--- src/rtl/single_pe_module.sv ---
// Single-PE 3x3 valid cross-correlation of a 4x4 unsigned matrix: one multiplier, one accumulator, 36 MAC steps.
// Optional macro CONV_SAT_EN: saturate each written result to 2^DATA_W-1 instead of truncating.
module single_pe_module #(
  parameter int DATA_W = 8,
  parameter int ACC_W  = 20
) (
  input  logic              clk,
  input  logic              rst,
  input  logic [DATA_W-1:0] mat_in_11, mat_in_12, mat_in_13, mat_in_14,
  input  logic [DATA_W-1:0] mat_in_21, mat_in_22, mat_in_23, mat_in_24,
  input  logic [DATA_W-1:0] mat_in_31, mat_in_32, mat_in_33, mat_in_34,
  input  logic [DATA_W-1:0] mat_in_41, mat_in_42, mat_in_43, mat_in_44,
  input  logic [DATA_W-1:0] kernel_11, kernel_12, kernel_13,
  input  logic [DATA_W-1:0] kernel_21, kernel_22, kernel_23,
  input  logic [DATA_W-1:0] kernel_31, kernel_32, kernel_33,
  output logic [DATA_W-1:0] conv_out_11,
  output logic [DATA_W-1:0] conv_out_12,
  output logic [DATA_W-1:0] conv_out_21,
  output logic [DATA_W-1:0] conv_out_22,
  output logic              done_single
);

  typedef enum logic [1:0] {LOAD, MAC, DONE} state_t;

  state_t            state;
  logic [DATA_W-1:0] mat_in [16];
  logic [DATA_W-1:0] ker_in [9];
  logic [DATA_W-1:0] mat_q  [16];
  logic [DATA_W-1:0] ker_q  [9];

  // Window index: bit 1 selects the row offset, bit 0 the column offset.
  logic [1:0]          win;
  logic [1:0]          k_row, k_col;
  logic [1:0]          m_row, m_col;
  logic [3:0]          ker_idx;
  logic                first_step, last_step;
  logic [2*DATA_W-1:0] prod;
  logic [ACC_W-1:0]    acc, sum;
  logic [DATA_W-1:0]   res;

  assign mat_in = '{mat_in_11, mat_in_12, mat_in_13, mat_in_14,
                    mat_in_21, mat_in_22, mat_in_23, mat_in_24,
                    mat_in_31, mat_in_32, mat_in_33, mat_in_34,
                    mat_in_41, mat_in_42, mat_in_43, mat_in_44};
  assign ker_in = '{kernel_11, kernel_12, kernel_13,
                    kernel_21, kernel_22, kernel_23,
                    kernel_31, kernel_32, kernel_33};

  assign m_row      = k_row + {1'b0, win[1]};
  assign m_col      = k_col + {1'b0, win[0]};
  assign ker_idx    = 4'(k_row) * 4'd3 + 4'(k_col);
  assign first_step = (k_row == 2'd0) && (k_col == 2'd0);
  assign last_step  = (k_row == 2'd2) && (k_col == 2'd2);
  assign prod       = mat_q[{m_row, m_col}] * ker_q[ker_idx];

  // NOTE: every variable written in always_comb gets a default first so no latch can be inferred.
  always_comb begin
    sum = ACC_W'(prod);
    if (!first_step) sum = acc + ACC_W'(prod);
`ifdef CONV_SAT_EN
    res = (|sum[ACC_W-1:DATA_W]) ? {DATA_W{1'b1}} : sum[DATA_W-1:0];
`else
    res = sum[DATA_W-1:0];
`endif
  end

  // NOTE: operand capture registers carry no reset; LOAD always overwrites them before first use.
  always_ff @(posedge clk) begin
    if (rst && state == LOAD) begin
      mat_q <= mat_in;
      ker_q <= ker_in;
    end
  end

  always_ff @(posedge clk) begin
    if (!rst) begin
      state       <= LOAD;
      win         <= '0;
      k_row       <= '0;
      k_col       <= '0;
      acc         <= '0;
      conv_out_11 <= '0;
      conv_out_12 <= '0;
      conv_out_21 <= '0;
      conv_out_22 <= '0;
      done_single <= 1'b0;
    end else begin
      case (state)
        LOAD: state <= MAC;
        MAC: begin
          acc <= sum;
          if (last_step) begin
            case (win)
              2'd0:    conv_out_11 <= res;
              2'd1:    conv_out_12 <= res;
              2'd2:    conv_out_21 <= res;
              default: conv_out_22 <= res;
            endcase
            k_row <= '0;
            k_col <= '0;
            if (win == 2'd3) begin
              state       <= DONE;
              done_single <= 1'b1;
            end else begin
              win <= win + 2'd1;
            end
          end else if (k_col == 2'd2) begin
            k_col <= '0;
            k_row <= k_row + 2'd1;
          end else begin
            k_col <= k_col + 2'd1;
          end
        end
        DONE:    state <= DONE;
        default: state <= LOAD;
      endcase
    end
  end

endmodule

--- config.mk ---
export PLATFORM = sky130hd
export DESIGN_NAME = single_pe_module
export DESIGN_NICKNAME = d
export VERILOG_FILES = /design/src/rtl/single_pe_module.sv
export SDC_FILE = /design/constraint.sdc
export NUM_CORES = 1
export LEC_CHECK = 0
export ABC_AREA = 1
export BUFFER_PORTS_ARGS = -buffer_cell sky130_fd_sc_hd__buf_2
export CAP_MARGIN = 15
export CORE_MARGIN = 10
export CORE_UTILIZATION = 40
export DETAILED_ROUTE_END_ITERATION = 10
export PLACE_DENSITY = 0.73
export REMOVE_ABC_BUFFERS = 1
export SLEW_MARGIN = 10
export SYNTH_ARGS = -nofsm -noshare
export SYNTH_HDL_FRONTEND = slang
export SYNTH_SLANG_ARGS = --single-unit
--- constraint.sdc ---
create_clock -name clk -period 6.7 [get_ports clk]
set_input_delay 0.67 -clock clk [delete_from_list [all_inputs] [get_ports clk]]
set_output_delay 0.67 -clock clk [all_outputs]
set_load 0.05 [all_outputs]
* After elaboration in Yosys (flattened, before gate mapping)
Index checks and enable logic that the tools add are counted.
Cells by class: $add $sub $neg 7, multipliers 2, divide/modulo/power cells 0, $lt $le $gt $ge 2, equality and inequality tests 9, shifts and indexed selects 0, muxes and demuxes 14, bitwise operators 4, reductions and logical operators 17
Operators with widths (count):
- 8-bit binary-select mux with 4-bit select | 2
- 8-bit 2-to-1 mux | 4
- 20-bit by 16-bit adder with 20-bit output | 1
- 20-bit 2-to-1 mux | 1
- 3-bit AND reduction | 6
- 8-bit by 8-bit multiplier with 16-bit output | 1
- 2-bit 2-to-1 mux | 6
- 2-bit equality test, second input constant | 5
- 5-bit >= comparator, second input constant | 2
- 4-bit inverter with 5-bit output | 2
- 2-bit zero test | 4
- 2-bit by 1-bit adder with 2-bit output, second input constant | 3
- 2-bit case mux with 3 select lines | 1
- 2-bit by 1-bit adder with 2-bit output | 2
- 4-bit by 2-bit adder with 4-bit output | 1
- 2-bit by 1-bit equality test with 1-bit output, second input constant | 2
- 2-bit by 2-bit multiplier with 4-bit output, second input constant | 1
- 2-bit != test, second input constant | 2
- 2-bit AND reduction | 2
- 1-bit logical AND | 3
- 3-bit OR reduction | 1
- 1-bit inverter | 2
- 2-bit nonzero test | 1
Word-level totals: register bits 261, bits in latches 0, memory bits (writable) 0, bits in read-only memories 0, bits of input ports 202, output and inout bits 33, logic and storage cells 90, memories 0

* Depth between registers and ports, before layout
Gate-level depths: netlist of run 1.
word-level depth 9, depth in mapped cells 37, depth with buffers taken out 36

* Worst setup path before layout of run 1
OpenSTA, ideal clock, no wires.
kind reg2reg, start register k_row[1], end register acc[7], setup time 0.126 ns, arrival time 6.128 ns, required time 6.574 ns, setup slack 0.446 ns, stages on the path, launching flop included 37, path buffers 1, clock period less this slack 6.254 ns, cell sequence dfxtp_1 inv_1 fa_1 inv_1 ha_1 inv_1 fa_1 buf_2 nand2_1 inv_2 nand2_1 o21ai_0 nand2_1 inv_1 nand2_1 fa_1 inv_1 ha_1 inv_1 fa_1 fa_1 inv_1 ha_1 xor2_1 ha_1 nand2_1 inv_1 nand4_1 o211ai_1 nor2_1 nand3b_1 inv_1 nand2_1 nand2_1 nand3_1 nand2_4 a21oi_2
On the way: longest elaborated chain between the ends 9, elaborated cells between the ends (all ways) 16, classes of those cells add/sub: 3; mul: 2; mux: 7; bitwise: 2; reduce/logical: 2
RTL lines:
- start: declaration | RTL line 33 | logic [1:0] k_row, k_col;
- start signal: assignment | RTL line 109 | k_row <= k_row + 2'd1;
- 2-bit by 2-bit multiplier with 4-bit output | RTL line 51 | assign ker_idx = 4'(k_row) * 4'd3 + 4'(k_col);
- 4-bit by 2-bit adder with 4-bit output | RTL line 51
- 4-bit inverter with 5-bit output (not written as such) | RTL line 54 | assign prod = mat_q[{m_row, m_col}] * ker_q[ker_idx];
- 8-bit binary-select mux with 4-bit select | RTL line 54
- 8-bit 2-to-1 mux (not written as such) (2 in series) | RTL line 54
- 8-bit by 8-bit multiplier with 16-bit output | RTL line 54
- 20-bit by 16-bit adder with 20-bit output | RTL line 59 | if (!first_step) sum = acc + ACC_W'(prod);
- 20-bit 2-to-1 mux * | RTL line 59
- end signal: assignment | RTL line 91 | acc <= sum;
- end: declaration | RTL line 38 | logic [ACC_W-1:0] acc, sum;
Mark *: on every way between the ends. The rest lies on a longest branch, timed or not. The select of a mux whose other input is x is not followed. A chain may end at the register's enable or synchronous reset.

* Worst setup path after layout of run 1
start register k_row[0], end register conv_out_22[7]
On the way: longest elaborated chain between the ends 9, elaborated cells between the ends (all ways) 19, classes of those cells add/sub: 3; mul: 2; eq/ne: 1; mux: 7; bitwise: 2; reduce/logical: 4
RTL lines:
- 2-bit by 2-bit multiplier with 4-bit output | RTL line 51
- 4-bit by 2-bit adder with 4-bit output | RTL line 51
- 4-bit inverter with 5-bit output (not written as such) | RTL line 54
- 8-bit binary-select mux with 4-bit select | RTL line 54
- 8-bit 2-to-1 mux (not written as such) (2 in series) | RTL line 54
- 8-bit by 8-bit multiplier with 16-bit output | RTL line 54
- 20-bit by 16-bit adder with 20-bit output | RTL line 59
- 20-bit 2-to-1 mux | RTL line 59
- end signal: assignment | RTL line 97 | default: conv_out_22 <= res;
- end: declaration | RTL line 19 | output logic [DATA_W-1:0] conv_out_22,
Several ways; a longest one is shown, not always the timed one. The select of a mux whose other input is x is not followed.

==> flow_summary.json, run 1 <==
{
  "die_h_um": 190.2,
  "start_util_pct": 40.46,
  "grt_pass1_vias": 8818,
  "yosysMostFrequentCell": "nand2_1",
  "ctsHoldBuffers": 0,
  "htreeDepth": 1,
  "ios": 235,
  "first_pass_iters": 5,
  "portBuffers": 234,
  "cp-end-kind": "flip-flop",
  "clock_sinks": 249,
  "crit_path_start_kind": "flip-flop",
  "p_leak_nw": 6.492,
  "finalCriticalPeriod_ns": 6.465,
  "path_class": "reg -> reg",
  "synth_cells": 1176,
  "drt_iter0_markers": 578,
  "synth_area_leaders": "edfxtp_1 (52%), nand2_1 (13%), dfxtp_1 (8.5%)",
  "drc": 0,
  "path_clk_slew_ns": 0.06,
  "grt_max_degree": 79,
  "die_w_um": 190.2,
  "tightest_slew_ns": 1.016,
  "die-area_sq_mm": 0.03616,
  "drive_gt1_share_pct": 26.09,
  "synthFlopType": "edfxtp_1",
  "antenna_found_initial": 4,
  "fin_worst_skew_ns": 0.03098,
  "drv_slew": 0,
  "crit_top_cell": "inv_1",
  "cp_max_fo": 8,
  "status": "finished, final reports clean",
  "place_congestion": 0.8621,
  "fillers": 2573,
  "synth.avg_cell_area_sq_um": 9.849,
  "vias": 8867,
  "overflow": 0,
  "nets": 1683,
  "synth_edf_count": 200,
  "final_cell_count_no_fill": 1835,
  "coreArea_sq_mm": 0.02863,
  "place_inst": 1765,
  "cts_tree": "yes",
  "hold_viol": 0,
  "dp_hpwl_um": 21560,
  "synth_top_area_share_pct": 51.85,
  "max_cap_violations": 0,
  "grt_use_total_pct": 15.85,
  "min_path_type": "in -> reg",
  "syn-cell-area_sq_mm": 0.01158,
  "async_reset_ff_share_pct": 0,
  "ys_ff_latch": 249,
  "synth.distinct_cells": 37,
  "placed_cell_area_sq_mm": 0.01310,
  "ys_seq_area_share_pct": 60.32,
  "viasPerCell": 4.832,
  "yosysWarnings": 0,
  "cts_buffers": 27,
  "root_buffer": "clkbuf_16",
  "fin_ws_ns": 0.2348,
  "required_ns": 7.11,
  "ir_worst_vdd_uv": 681.9,
  "drt-wirelength-per-cell_um": 16.46,
  "worstSkewPairLatency_ns": 0.55,
  "grt_pass1_wl_um": 46140,
  "fin_tns_setup_ns": 0,
  "synthTopCellsByCount": "nand2_1 (389), edfxtp_1 (200), nand3_1 (116)",
  "slew_headroom_pct": 32.27,
  "slowest_stage": "fa_2",
  "critical_path_arrival_ns": 6.88,
  "total_power_mw": 8.254,
  "area_growth_pct": 22.99,
  "fmax_mhz": 154.7,
  "final-setup-viol-count": 0,
  "slowest_delay_ns": 0.63,
  "timing.final.crit_share_pct": 96.50,
  "fp-row-count": 62,
  "cellPowerDensity_mw_per_mm2": 579.4,
  "pre_cts_slack_ns": -0.1086,
  "ant_nets": 0,
  "final_area_sq_mm": 0.01424,
  "wirelength_um": 30210,
  "clock_path_buffers": 3,
  "synth_top_area_cell": "edfxtp_1"
}
[what timing repair did]
item                                    in CTS  in global routing
buffers inserted                            11                  9
endpoints found under the setup margin       5                 15
pin swaps                                    4                 31
resized for setup                            3                 48
[layout make-up]
type / instances / area (sq um) / share of cell area [%]
repair buffers: 268 / 1459 / 10.24
multi-input cells: 776 / 4068 / 28.56
clock inverters: 13 / 71.32 / 0.5007
diodes: 2 / 5.005 / 0.03513
flip-flops and latches: 249 / 6990 / 49.07
well taps: 384 / 480.5 / 3.373
clock buffers: 35 / 748.2 / 5.253
inverters: 108 / 422.9 / 2.969
[path summary, 6_finish.rpt]
check | from | to | slack, ns | cells after the start
setup / recovery | k_row[0] | conv_out_22[7] | 0.23 | 36
hold reg to reg | done_single | done_single | 0.47 | 1
hold / removal | kernel_32[5] | ker_q[13] | 0.29 | 1
setup reg to reg | k_row[0] | conv_out_22[7] | 0.23 | 36
[cell families after synthesis]
group,Yosys count,share of synthesized area [%]
XOR/XNOR,10,0.8211
AND/OR/NAND/NOR,611,21.56
buffers and inverters,151,5.855
flip-flops,249,60.32
AO/OA/AOI/OAI,104,4.958
adder cells (fa/ha/maj),51,6.482
[routing by layer]
layer / track usage [%] / vias to the layer above / wire length, um
li1: - / 4389 / -
met1: 18.95 / 4140 / 12290
met2: 27.45 / 281 / 15320
met3: 3.570 / 53 / 1812
met4: 5.724 / 4 / 770
met5: 0 / - / 21
[placed cells by master, fill, tap and decap left out, drive strengths merged, types with 3 or more instances in the layout]
cell      n
a21oi    25
a31oi     4
buf     268
clkbuf   35
clkinv   10
dfxtp    49
edfxtp  200
fa       15
ha       36
inv     110
nand2   398
nand3   116
nand3b    3
nor2     90
o211ai    3
o21ai    63
o21bai    5
xnor2     3
xor2      7
[state kept, by name, indices dropped and copies added, names as in the netlist]
signal and count:
acc 8, k_row 2, win 2, ker_q 72
k_col 2, conv_out_21 8, state 2, conv_out_11 8
mat_q 128, conv_out_12 8, done_single 1, conv_out_22 8
[report_power, final]
group	switching, mW	internal [mW]	leakage (nW)
clock	0.598	0.784	0.412
combinational	2.95	1.81	3.79
sequential	0.0806	2.03	2.29
[stage by stage]
stage | hold WS, ns | utilization (%)
2_1_floorplan | 0.4555 | -
3_3_place_gp | 0.4499 | 45.77
6_report | 0.2908 | 49.76
5_1_grt | 0.2719 | 49.76
4_1_cts | 0.2720 | 48.93
3_5_place_dp | 0.4616 | 45.77
[worst max-delay path, delay by kind of cell (launching register included)]
kind                       cells  cell delay [ns]
AOI/OAI and AO/OA              3             0.33
xor gates and xnor gates       1             0.17
adders and majority gates      9             3.53
buffers and inverters         10             0.72
DFF                            1             0.35
and+or+nand+nor               13             1.19
(Power assumes the default switching activity.)
==> inputs of run 2 (changes only) <==
--- a/config.mk
+++ b/config.mk
@@ -6,5 +6,4 @@
 export NUM_CORES = 1
 export LEC_CHECK = 0
-export ABC_AREA = 1
 export BUFFER_PORTS_ARGS = -buffer_cell sky130_fd_sc_hd__buf_2
 export CAP_MARGIN = 15
==> constraint.sdc (replaced) <==
create_clock -name clk -period 6.7 [get_ports clk]
set_input_delay 1.005 -clock clk [delete_from_list [all_inputs] [get_ports clk]]
set_output_delay 1.005 -clock clk [all_outputs]
set_load 0.05 [all_outputs]
==> run 2 against run 1 <==
  * The run now ends with setup timing left
  * Final cell count is 24% lower
  * Core utilization is 2.2 points higher
  * Wire length is 12% lower
  * Setup slack worse by 0.27 ns
  * Via count is 23% lower
  * Total power is 3.9% higher
  * Register-to-register slack worse by 0.27 ns
  * Critical path depth is 10 lower
  * Critical endpoint is now conv_out_12[7]
==> flow_summary.json, run 2 <==
{
  "yosysWarnings": 0,
  "place_inst": 1341,
  "die_w_um": 186.2,
  "grt_pass1_wl_um": 40320,
  "p_leak_nw": 5.798,
  "cts_buffers": 27,
  "synthTopCellsByCount": "edfxtp_1 (200), nand2_1 (51), dfxtp_1 (49)",
  "drive_gt1_share_pct": 42.63,
  "fmax_mhz": 148.4,
  "synthFlopType": "edfxtp_1",
  "placed_cell_area_sq_mm": 0.01296,
  "final-setup-viol-count": 5,
  "final_cell_mix": "buf_2 (234), edfxtp_1 (200), buf_4 (52), nand2_1 (51), dfxtp_1 (46)",
  "r2r-start": "k_col[1]",
  "portBuffers": 234,
  "r2r.worst_path.cells": 26,
  "required_ns": 7.11,
  "area_growth_pct": 27.44,
  "grt_pass1_vias": 7531,
  "root_buffer": "clkbuf_16",
  "drv_slew": 0,
  "vias": 6867,
  "drt-wirelength-per-cell_um": 19.11,
  "largest_register_ffs": 128,
  "max_cap_violations": 0,
  "critPathCapture": "conv_out_12[7]",
  "synth_edf_count": 200,
  "final_cell_count_no_fill": 1398,
  "violations": "setup timing",
  "clock_sinks": 249,
  "crit_path_start_kind": "flip-flop",
  "path_class": "reg -> reg",
  "ant_nets": 0,
  "synth_cells": 717,
  "regMostFlops": "mat_q",
  "first_pass_iters": 5,
  "clock_path_buffers": 3,
  "seqCellArea_sq_mm": 0.006990,
  "min_path_type": "reg -> reg",
  "overflow": 0,
  "layout_commonest_cell": "buf_2",
  "timing.final.crit_share_pct": 100.6,
  "nets": 1259,
  "ys_ff_latch": 249,
  "fp-row-count": 60,
  "cellPowerDensity_mw_per_mm2": 608.9,
  "async_reset_ff_share_pct": 0,
  "startpoint": "k_col[1]",
  "dp_hpwl_um": 19600,
  "synth_area_leaders": "edfxtp_1 (54%), dfxtp_1 (8.9%), mux4_2 (6.3%)",
  "cp_max_fo": 5,
  "grt_max_degree": 81,
  "worstSkewPairLatency_ns": 0.54,
  "final_area_sq_mm": 0.01409,
  "grt_use_total_pct": 14.91,
  "cp-end-kind": "flip-flop",
  "reg2reg_to": "conv_out_12[7]",
  "synth_top_area_cell": "edfxtp_1",
  "viasPerCell": 4.912,
  "status": "finished, violations left",
  "coreArea_sq_mm": 0.02710,
  "slew_headroom_pct": 33.83,
  "htreeDepth": 1,
  "die_h_um": 186.2,
  "multi_input_area_sq_mm": 0.003973,
  "finalCriticalPeriod_ns": 6.737,
  "fillers": 2229,
  "antenna_found_initial": 1,
  "synth.distinct_cells": 57,
  "die-area_sq_mm": 0.03468,
  "yosysMostFrequentCell": "edfxtp_1",
  "tightest_slew_ns": 0.9926,
  "place_congestion": 0.8341,
  "ir_worst_vdd_uv": 707.6,
  "hold_viol": 0,
  "reg2reg_slack_ns": -0.04,
  "path_clk_slew_ns": 0.06,
  "synth.avg_cell_area_sq_um": 15.42,
  "ys_seq_area_share_pct": 63.21,
  "drc": 0,
  "synth_top_area_share_pct": 54.34,
  "fin_ws_ns": -0.03700,
  "wirelength_um": 26710,
  "fin_worst_skew_ns": 0.01600,
  "start_util_pct": 40.78,
  "drt_iter0_markers": 445,
  "rsz0062_at_grt": "true",
  "critical_path_arrival_ns": 7.15,
  "syn-cell-area_sq_mm": 0.01105,
  "cts_tree": "yes",
  "top_regs": "mat_q: 128 flops, ker_q: 72 flops",
  "ios": 235
}
[run 2: cell types whose count changed after synthesis, moves of 13 or more]
| cell | change |
|---|---|
| xnor2_1 | +13 |
| nor2_1 | -47 |
| mux2i_1 | +35 |
| nand3_1 | -110 |
| inv_1 | -64 |
| nand2_1 | -338 |
| o211a_1 | +25 |
| mux4_2 | +31 |
| buf_2 | -13 |
| o21ai_0 | -52 |
| nor2b_1 | +24 |
| mux2_2 | +14 |
[run 2: power breakdown]
group	total, mW	switching [mW]	internal, mW
registers	2.17	0.0888	2.08
clock network	1.46	0.593	0.869
logic	4.94	2.53	2.42
total	8.58	3.21	5.37
[run 2: worst max-delay path, stage by stage, from the launching register on]
cell and delay [ns]:
dfxtp_2 0.34, inv_2 0.05, fa_1 0.50, inv_2 0.10, ha_4 0.13, inv_2 0.03
fa_2 0.59, mux4_2 0.31, mux2_4 0.28, a22oi_2 0.27, buf_4 0.17, nor2_1 0.04
ha_2 0.17, fa_1 0.45, ha_1 0.30, inv_1 0.05, fa_1 0.49, inv_2 0.06
fa_2 0.61, ha_4 0.21, o21a_1 0.11, o41a_1 0.38, xnor2_1 0.13, nor2_1 0.11
xnor3_2 0.49, mux2i_1 0.16, nor2b_1 0.06
[run 2: per-stage QoR]
| stage | setup TNS (ns) | setup slack, ns | power, mW | util [%] | hold WS (ns) |
|---|---|---|---|---|---|
| CTS | 0 | 0.01733 | 8.034 | 51.26 | 0.4676 |
| finish | -0.1399 | -0.03700 | 8.577 | 51.98 | 0.4625 |
| global placement | -0.3688 | -0.07641 | 6.162 | 47.83 | 0.4448 |
| detailed placement | -0.9054 | -0.1859 | 6.270 | 47.83 | 0.4540 |
| global route | -1.195 | -0.2576 | 9.177 | 51.97 | 0.4967 |
| floorplan | -22.77 | -1.592 | 4.990 | - | 0.4601 |
[run 2: worst min path at each step]
stage                           start           to  slack (ns)  depth (start not counted)
after detailed placement  done_single  done_single        0.45                          1
after CTS                 done_single  done_single        0.47                          1
after global placement    done_single  done_single        0.44                          1
after floorplan                acc[0]       acc[0]        0.46                          1
after global routing      done_single  done_single        0.50                          1
final                     done_single  done_single        0.46                          1
[run 2: routing by layer]
layer	up-vias	global-route usage, %	routed length, um	part of all wire (%)
li1	3262	-	-	-
met1	3378	18.05	10850	41
met2	188	26.00	13610	51
met3	39	3.764	1717	6.4
met4	0	3.773	535	2.0
met5	-	0	0	0
[run 2: what timing repair did]
item	4_1_cts	5_1_grt
setup endpoints to repair	5	10
hold buffers	0	0
pin swaps	5	25
buffers inserted	1	7
resized for setup	8	34
[run 2: cell families after synthesis]
logic type | count (synthesis) | share of synthesized area, %
DFF | 249 | 63.21
and+or+nand+nor | 162 | 7.233
muxes | 83 | 11.52
AOI/OAI and AO/OA | 81 | 6.056
buffers and inverters | 65 | 2.728
adders and majority gates | 51 | 6.792
xor gates and xnor gates | 26 | 2.457
[run 2: layout make-up]
class / instances / share of cell area (%)
clock buffer: 37 / 5.401
tap: 372 / 3.304
multi-input combinational: 403 / 28.20
inverter: 34 / 0.9060
sequential: 249 / 49.63
timing repair buffer: 291 / 11.73
antenna: 1 / 0.01777
clock inverter: 11 / 0.8083
